### src/rtl/mau_pkg.sv
// mau_pkg: shared types and constants for the memory access unit.
//   size_e  : request size encodings (byte, half, word, reserved)
//   state_e : controller states; the read-modify-write states exist only
//             when MAU_SUBWORD_RMW_EN is defined
//   CNT_W   : width of the read-latency down-counter
//   is_misaligned() : alignment rule applied when a request is accepted
package mau_pkg;

  localparam int CNT_W = 4;

  typedef enum logic [1:0] {
    SZ_BYTE = 2'b00,
    SZ_HALF = 2'b01,
    SZ_WORD = 2'b10,
    SZ_RSVD = 2'b11
  } size_e;

`ifdef MAU_SUBWORD_RMW_EN
  typedef enum logic [2:0] {
    ST_IDLE   = 3'd0,
    ST_RD     = 3'd1,
    ST_WR     = 3'd2,
    ST_RMW_RD = 3'd3,
    ST_RMW_WR = 3'd4,
    ST_RESP   = 3'd5
  } state_e;
`else
  typedef enum logic [2:0] {
    ST_IDLE = 3'd0,
    ST_RD   = 3'd1,
    ST_WR   = 3'd2,
    ST_RESP = 3'd5
  } state_e;
`endif

  // The reserved size is reported as misaligned so that it shares the
  // same no-bus-activity error path.
  function automatic logic is_misaligned(input logic [1:0] size,
                                         input logic [1:0] offset);
    logic bad;
    bad = 1'b0;
    case (size)
      SZ_HALF: bad = offset[0];
      SZ_WORD: bad = (offset != 2'b00);
      SZ_RSVD: bad = 1'b1;
      default: bad = 1'b0;
    endcase
    return bad;
  endfunction

endpackage

### src/rtl/mau_lane_align.sv
// mau_lane_align: combinational byte-lane handling, little-endian lanes.
//   word_in   : 32-bit bus word (read data or old word for a merge)
//   size      : access size
//   offset    : byte offset within the word (addr[1:0])
//   sign_ext  : sign-extend sub-word loads when 1, zero-extend when 0
//   new_data  : right-justified store data (only 16 bits can ever land)
//   load_data : selected lane, extended to 32 bits (word passes through)
//   merged    : word_in with the target lane replaced by new_data
module mau_lane_align
  import mau_pkg::*;
(
  input  logic [31:0] word_in,
  input  size_e       size,
  input  logic [1:0]  offset,
  input  logic        sign_ext,
  input  logic [15:0] new_data,
  output logic [31:0] load_data,
  output logic [31:0] merged
);

  logic [7:0]  lane_b;
  logic [15:0] lane_h;

  always_comb begin
    lane_b    = word_in[{offset, 3'b000} +: 8];
    lane_h    = offset[1] ? word_in[31:16] : word_in[15:0];
    load_data = word_in;
    merged    = word_in;
    case (size)
      SZ_BYTE: begin
        load_data = {{24{sign_ext & lane_b[7]}}, lane_b};
        merged[{offset, 3'b000} +: 8] = new_data[7:0];
      end
      SZ_HALF: begin
        load_data = {{16{sign_ext & lane_h[15]}}, lane_h};
        if (offset[1]) merged[31:16] = new_data;
        else           merged[15:0]  = new_data;
      end
      default: begin
        load_data = word_in;
        merged    = word_in;
      end
    endcase
  end

endmodule

### src/rtl/mem_access_unit.sv
// mem_access_unit: CPU-side bus initiator. Takes one load/store at a time
// over a valid/ready handshake, drives the memory controller strobes and
// returns a single-cycle response.
//
// Configuration macro: MAU_SUBWORD_RMW_EN
//   defined   : byte/half stores run a read-modify-write sequence
//   undefined : byte/half stores are rejected with resp_error, no bus access
//
// Parameter RD_LATENCY (1..15): cycles a read strobe is held before the
// read word is sampled.
//
// Ports:
//   clk, rst (async, active-low)
//   req_valid/req_ready, req_write, req_size, req_signed, req_addr, req_wdata
//   resp_valid, resp_rdata, resp_error
//   cpu_read_mem, cpu_write_mem, mem_addr, mem_wdata, mem_rdata, mem_error
//
// state     | meaning
// ----------+-----------------------------------------------------------
// ST_IDLE   | ready for a request
// ST_RD     | load: read strobe held, latency counter running
// ST_WR     | word store: one write strobe cycle
// ST_RMW_RD | sub-word store: read old word (counter running)
// ST_RMW_WR | sub-word store: write merged word
// ST_RESP   | one-cycle response pulse
module mem_access_unit
  import mau_pkg::*;
#(
  parameter int RD_LATENCY = 1
) (
  input  logic        clk,
  input  logic        rst,
  input  logic        req_valid,
  output logic        req_ready,
  input  logic        req_write,
  input  logic [1:0]  req_size,
  input  logic        req_signed,
  input  logic [31:0] req_addr,
  input  logic [31:0] req_wdata,
  output logic        resp_valid,
  output logic [31:0] resp_rdata,
  output logic        resp_error,
  output logic        cpu_read_mem,
  output logic        cpu_write_mem,
  output logic [31:0] mem_addr,
  output logic [31:0] mem_wdata,
  input  logic [31:0] mem_rdata,
  input  logic        mem_error
);

  state_e state, state_nxt;

  size_e            r_size;
  logic             r_signed;
  logic [31:0]      r_addr;
  logic [15:0]      r_wdata;
  logic [CNT_W-1:0] cnt;
  logic [31:0]      rdata_q;
  logic [31:0]      wdata_q;
  logic             err_q;

  logic accept;
  logic req_bad;
  logic cnt_dec;
  logic capture;
  logic merge_ld;
  logic set_err;

  logic [31:0] load_data;
  logic [31:0] merged;

  mau_lane_align u_lane_align (
    .word_in   (mem_rdata),
    .size      (r_size),
    .offset    (r_addr[1:0]),
    .sign_ext  (r_signed),
    .new_data  (r_wdata),
    .load_data (load_data),
    .merged    (merged)
  );

  // Ready is forced low while reset is held, independent of the state.
  assign req_ready = rst && (state == ST_IDLE);
  assign accept    = req_valid && req_ready;

`ifdef MAU_SUBWORD_RMW_EN
  assign req_bad = is_misaligned(req_size, req_addr[1:0]);
`else
  assign req_bad = is_misaligned(req_size, req_addr[1:0]) ||
                   (req_write && (req_size != SZ_WORD));
`endif

  always_ff @(posedge clk or negedge rst) begin
    if (!rst) state <= ST_IDLE;
    else      state <= state_nxt;
  end

  always_comb begin
    state_nxt = state;
    cnt_dec   = 1'b0;
    capture   = 1'b0;
    merge_ld  = 1'b0;
    set_err   = 1'b0;
    case (state)
      ST_IDLE: begin
        if (accept) begin
          if (req_bad) begin
            state_nxt = ST_RESP;
            set_err   = 1'b1;
          end else if (!req_write) begin
            state_nxt = ST_RD;
          end else if (req_size == SZ_WORD) begin
            state_nxt = ST_WR;
          end else begin
`ifdef MAU_SUBWORD_RMW_EN
            state_nxt = ST_RMW_RD;
`else
            state_nxt = ST_RESP;
            set_err   = 1'b1;
`endif
          end
        end
      end
      ST_RD: begin
        // A bus error ends the read at once; no data is captured.
        if (mem_error) begin
          state_nxt = ST_RESP;
          set_err   = 1'b1;
        end else if (cnt == '0) begin
          state_nxt = ST_RESP;
          capture   = 1'b1;
        end else begin
          cnt_dec = 1'b1;
        end
      end
      ST_WR: begin
        state_nxt = ST_RESP;
        set_err   = mem_error;
      end
`ifdef MAU_SUBWORD_RMW_EN
      ST_RMW_RD: begin
        if (mem_error) begin
          state_nxt = ST_RESP;
          set_err   = 1'b1;
        end else if (cnt == '0) begin
          state_nxt = ST_RMW_WR;
          merge_ld  = 1'b1;
        end else begin
          cnt_dec = 1'b1;
        end
      end
      ST_RMW_WR: begin
        state_nxt = ST_RESP;
        set_err   = mem_error;
      end
`endif
      ST_RESP: state_nxt = ST_IDLE;
      default: state_nxt = ST_IDLE;
    endcase
  end

  always_ff @(posedge clk or negedge rst) begin
    if (!rst) begin
      r_size   <= SZ_BYTE;
      r_signed <= 1'b0;
      r_addr   <= '0;
      r_wdata  <= '0;
      cnt      <= '0;
      rdata_q  <= '0;
      wdata_q  <= '0;
      err_q    <= 1'b0;
    end else begin
      if (accept) begin
        r_size   <= size_e'(req_size);
        r_signed <= req_signed;
        r_addr   <= req_addr;
        r_wdata  <= req_wdata[15:0];
        cnt      <= CNT_W'(RD_LATENCY - 1);
        rdata_q  <= '0;
        wdata_q  <= req_wdata;
        err_q    <= 1'b0;
      end else if (cnt_dec) begin
        cnt <= cnt - 1'b1;
      end
      if (capture)  rdata_q <= load_data;
      if (merge_ld) wdata_q <= merged;
      if (set_err)  err_q   <= 1'b1;
    end
  end

  // Strobes decode straight from the state register so that an async
  // reset drops them without waiting for a clock edge.
`ifdef MAU_SUBWORD_RMW_EN
  assign cpu_read_mem  = (state == ST_RD) || (state == ST_RMW_RD);
  assign cpu_write_mem = (state == ST_WR) || (state == ST_RMW_WR);
`else
  assign cpu_read_mem  = (state == ST_RD);
  assign cpu_write_mem = (state == ST_WR);
`endif

  assign resp_valid = (state == ST_RESP);
  assign resp_rdata = resp_valid ? rdata_q : 32'h0;
  assign resp_error = resp_valid && err_q;
  assign mem_addr   = {r_addr[31:2], 2'b00};
  assign mem_wdata  = wdata_q;

endmodule

### config.mk
export PLATFORM = sky130hd
export DESIGN_NAME = mem_access_unit
export DESIGN_NICKNAME = d
export VERILOG_FILES = /design/src/rtl/mau_pkg.sv /design/src/rtl/mau_lane_align.sv /design/src/rtl/mem_access_unit.sv
export SDC_FILE = /design/constraint.sdc
export NUM_CORES = 1
export LEC_CHECK = 0
export CORE_MARGIN = 5
export CORE_UTILIZATION = 47
export CTS_CLUSTER_SIZE = 28
export DETAILED_ROUTE_END_ITERATION = 16
export PLACE_DENSITY = 0.87
export SYNTH_ARGS = -nofsm -noshare
export SYNTH_HDL_FRONTEND = slang
export SYNTH_SLANG_ARGS = --single-unit
### constraint.sdc
create_clock -name clk -period 3.6 [get_ports clk]
set_input_delay 0.36 -clock clk [delete_from_list [all_inputs] [get_ports clk]]
set_output_delay 0.36 -clock clk [all_outputs]
set_load 0.01 [all_outputs]
==> summary.txt <==
Outcome
  • Status: finished, final reports clean

Job
  • Max cap viols: 0

Placed design
  • GPL Wtd Cong: 0.861
  • Pre-CTS setup slack: 1.14 ns
  • Placed Cells: 859
  • Placed inst area: 0.00705 mm^2
  • Post-DP HPWL: 10900 um
  • # port buffers: 202

Route
  • Drt drc: 0
  • DRT Wirelength: 14600 um
  • Via density: 5.24
  • DR WL/cell: 16.7 um
  • TritonRoute pass-1 iters: 5
  • Number of routed nets with antenna violations: 0
  • 1st-iter DRT viols: 333
  • Detailed-route via count: 4578

Timing
  • Slew HR: 25.9%
  • Setup TNS: 0 ns
  • Slew @ Worst Pin: 1.11 ns
  • Post-route setup slack: 0.800 ns
  • Max Clock Skew: 0.0145 ns
  • Hold Vio Cnt, Final: 0
  • Unrepaired setup endpoints after global routing: no
  • Final setup viols: 0
  • Max-slew violation count: 0
  • Tcrit/Tclk final: 77.8%
  • Fmax: 357 MHz
  • Period minus WS final: 2.80 ns

Synthesis
  • Synth Area in XOR/XNOR: 0.338%
  • Synth cell count leaders: 214 x nand2_1, 107 x dfrtp_1, 39 x and2_1, 32 x buf_4, 30 x a21oi_1
  • Mapped Cells: 576
  • Post-Syn Area: 0.00519 mm^2
  • Post-synthesis adder-cell area fraction: 0.482%
  • Synth top area share: 51.6%
  • Sequential area share after synthesis: 51.6%
  • Synth Area per Inst: 9.01 um^2
  • Top_reg_cell synth: dfrtp_1
  • Post-synth EDFFs: 0
  • Mux contribution to synthesized area: 3.84%
  • Yosys warns: 0
  • Cell variety after synth: 48
  • Synth top area cells: dfrtp_1 52%, nand2_1 15%, and2_1 4.7%
  • Most common cell in the netlist: nand2_1
  • Largest family of logic cells by synthesized area: simple AND/OR/NAND/NOR gates
  • Cell taking the most area after synthesis: dfrtp_1
  • Synth Area in Simple Gates: 24.7%
  • Synthesized flop and latch total: 107
  • Compound-gate portion of the synthesized area: 11.2%
  • Async set-reset flop share out of synthesis: 100%

Clock tree
  • Clock-pin slew on the worst setup and hold paths: 0.09 ns
  • CTS Buf Count: 9
  • H-tree levels: 3
  • CTS sink cnt: 107
  • CTS Buffer Depth: 2
  • Cts repair resizes: 0
  • CTS Root Cell: clkbuf_8
  • Post-CTS Hold Buffers: 0
  • Setup bufs post-CTS: 0
  • CTS tree: done
  • Worst-Skew Late Latency: 0.36 ns

Final layout
  • Non-filler instance count after layout: 873
  • ANT cells: 0
  • Layout cells sized above 1: 5.05%
  • Final Cell Area: 0.00726 mm^2
  • Filler cell count: 842
  • Area Growth Syn to Fin: 40.0%
  • Nets: 836

Worst setup path
  • Critical-path cell list: and3b_1, and2_1, clkdlybuf4s50_1
  • CP Max Fanout: 34
  • Slowest stage delay, CP: 0.85 ns
  • Worst Setup Path Type: reg2out
  • Worst setup EP type: output pin
  • CP bufs+invs: 1
  • Startpoint types: flop
  • CP delay by family, top: simple AND/OR/NAND/NOR gates
  • Crit path DAT: 2.44 ns
  • CP max-delay cell: and3b_1
  • WP data required: 3.24 ns

Die
  • Total die area: 0.0132 mm^2
  • Top Ports: 205
  • Cell Rows: 38
  • Initial core utilization: 47.9%
  • Core ar.: 0.0108 mm^2
  • Die width: 115 um
  • Die Height: 115 um

Global route
  • Vias in the first global route: 4503
  • First-pass GRT wire length: 22900 um
  • Initial antenna violation count: 0
  • Largest net degree at the start of global routing: 66
  • Total gr overflow: 0
  • Total track usage: 21.8%

Pwr
  • PwrDens: 755 mW/mm^2
  • Power, Total: 5.48 mW
  • Leakage: 3.34 nW
  • Worst vdd ir: 371 uV

Min path
  • HP Class: in2async
## logic make-up (layout without fill, tap and decap cells)
group,after synthesis,in the layout
AO/OA/AOI/OAI,86,86
flip-flops,107,107
multiplexers,18,18
XOR/XNOR,2,2
other,1,2
buffers and inverters,71,227
adder cells (fa/ha/maj),2,2
AND/OR/NAND/NOR,289,289
## cells in the final DEF, fill, tap and decap left out, types with 2 or more instances in the layout
cell type,n
and2_1,38
a22o_1,5
nor4b_1,2
clkbuf_8,11
inv_1,5
a21o_1,2
clkdlybuf4s50_1,201
nor3_1,2
bufinv_16,2
nor3b_1,2
nand2_1,213
o21ai_0,9
a2bb2oi_1,6
mux2_2,5
a211oi_1,2
o2bb2ai_1,17
nand4b_1,2
ha_1,2
conb_1,2
a31oi_1,7
nor2_1,10
or2_2,5
dfrtp_1,107
o22ai_1,2
buf_4,6
mux2i_1,12
a21oi_1,30
nand2b_1,2
## state kept, by name, indices dropped and copies added (netlist names)
signal     cells
r_size         2
cnt            4
err_q          1
rdata_q       32
state          3
mem_wdata     32
r_addr        32
r_signed       1
## where the power goes
part | total (mW) | switching [mW] | internal (mW)
Combinational | 2.51 | 1.20 | 1.31
Sequential | 2.17 | 0.418 | 1.76
Clock | 0.796 | 0.372 | 0.423
Total | 5.48 | 1.99 | 3.49
## cell type report
cell class                 instances  area, um^2  share of cell area, %
timing repair buffer             207        2060                   28.3
sequential                       107        2680                   36.9
tap                              140         175                   2.41
clock inverter                     2        60.1                  0.827
multi-input combinational        399        2110                   29.1
inverter                           6        22.5                  0.310
clock buffer                      12         155                   2.14
## through the flow
| stage | util (%) | hold WS [ns] |
|---|---|---|
| after floorplan | - | 0.0644 |
| after global placement | 65.0 | 0.458 |
| after detailed placement | 65.0 | 0.461 |
| after CTS | 67.0 | 0.126 |
| after global routing | 67.0 | 0.159 |
| final | 67.0 | 0.108 |
## final timing paths
kind | startpoint | end | slack, ns | cells after the start
worst max-delay path | state[1] | resp_rdata[5] | 0.80 | 3
worst min-delay path | rst | rdata_q[25] | 0.11 | 2
min in group clk | mem_wdata[17] | mem_wdata[17] | 0.48 | 2
worst min register to register | mem_wdata[17] | mem_wdata[17] | 0.48 | 2
max in group asynchronous | rst | r_addr[0] | 2.33 | 3
worst max register to register | r_addr[1] | rdata_q[14] | 1.19 | 4
## layer usage
metal,vias up,routed length [um],track usage (%),share of wire (%)
li1,2150,-,-,-
met1,2201,5940,28.7,41
met2,197,7180,36.5,49
met3,30,1050,3.26,7.2
met4,0,394,8.14,2.7
met5,-,0,0,0
No activity file was read; power rests on OpenSTA's default activity.
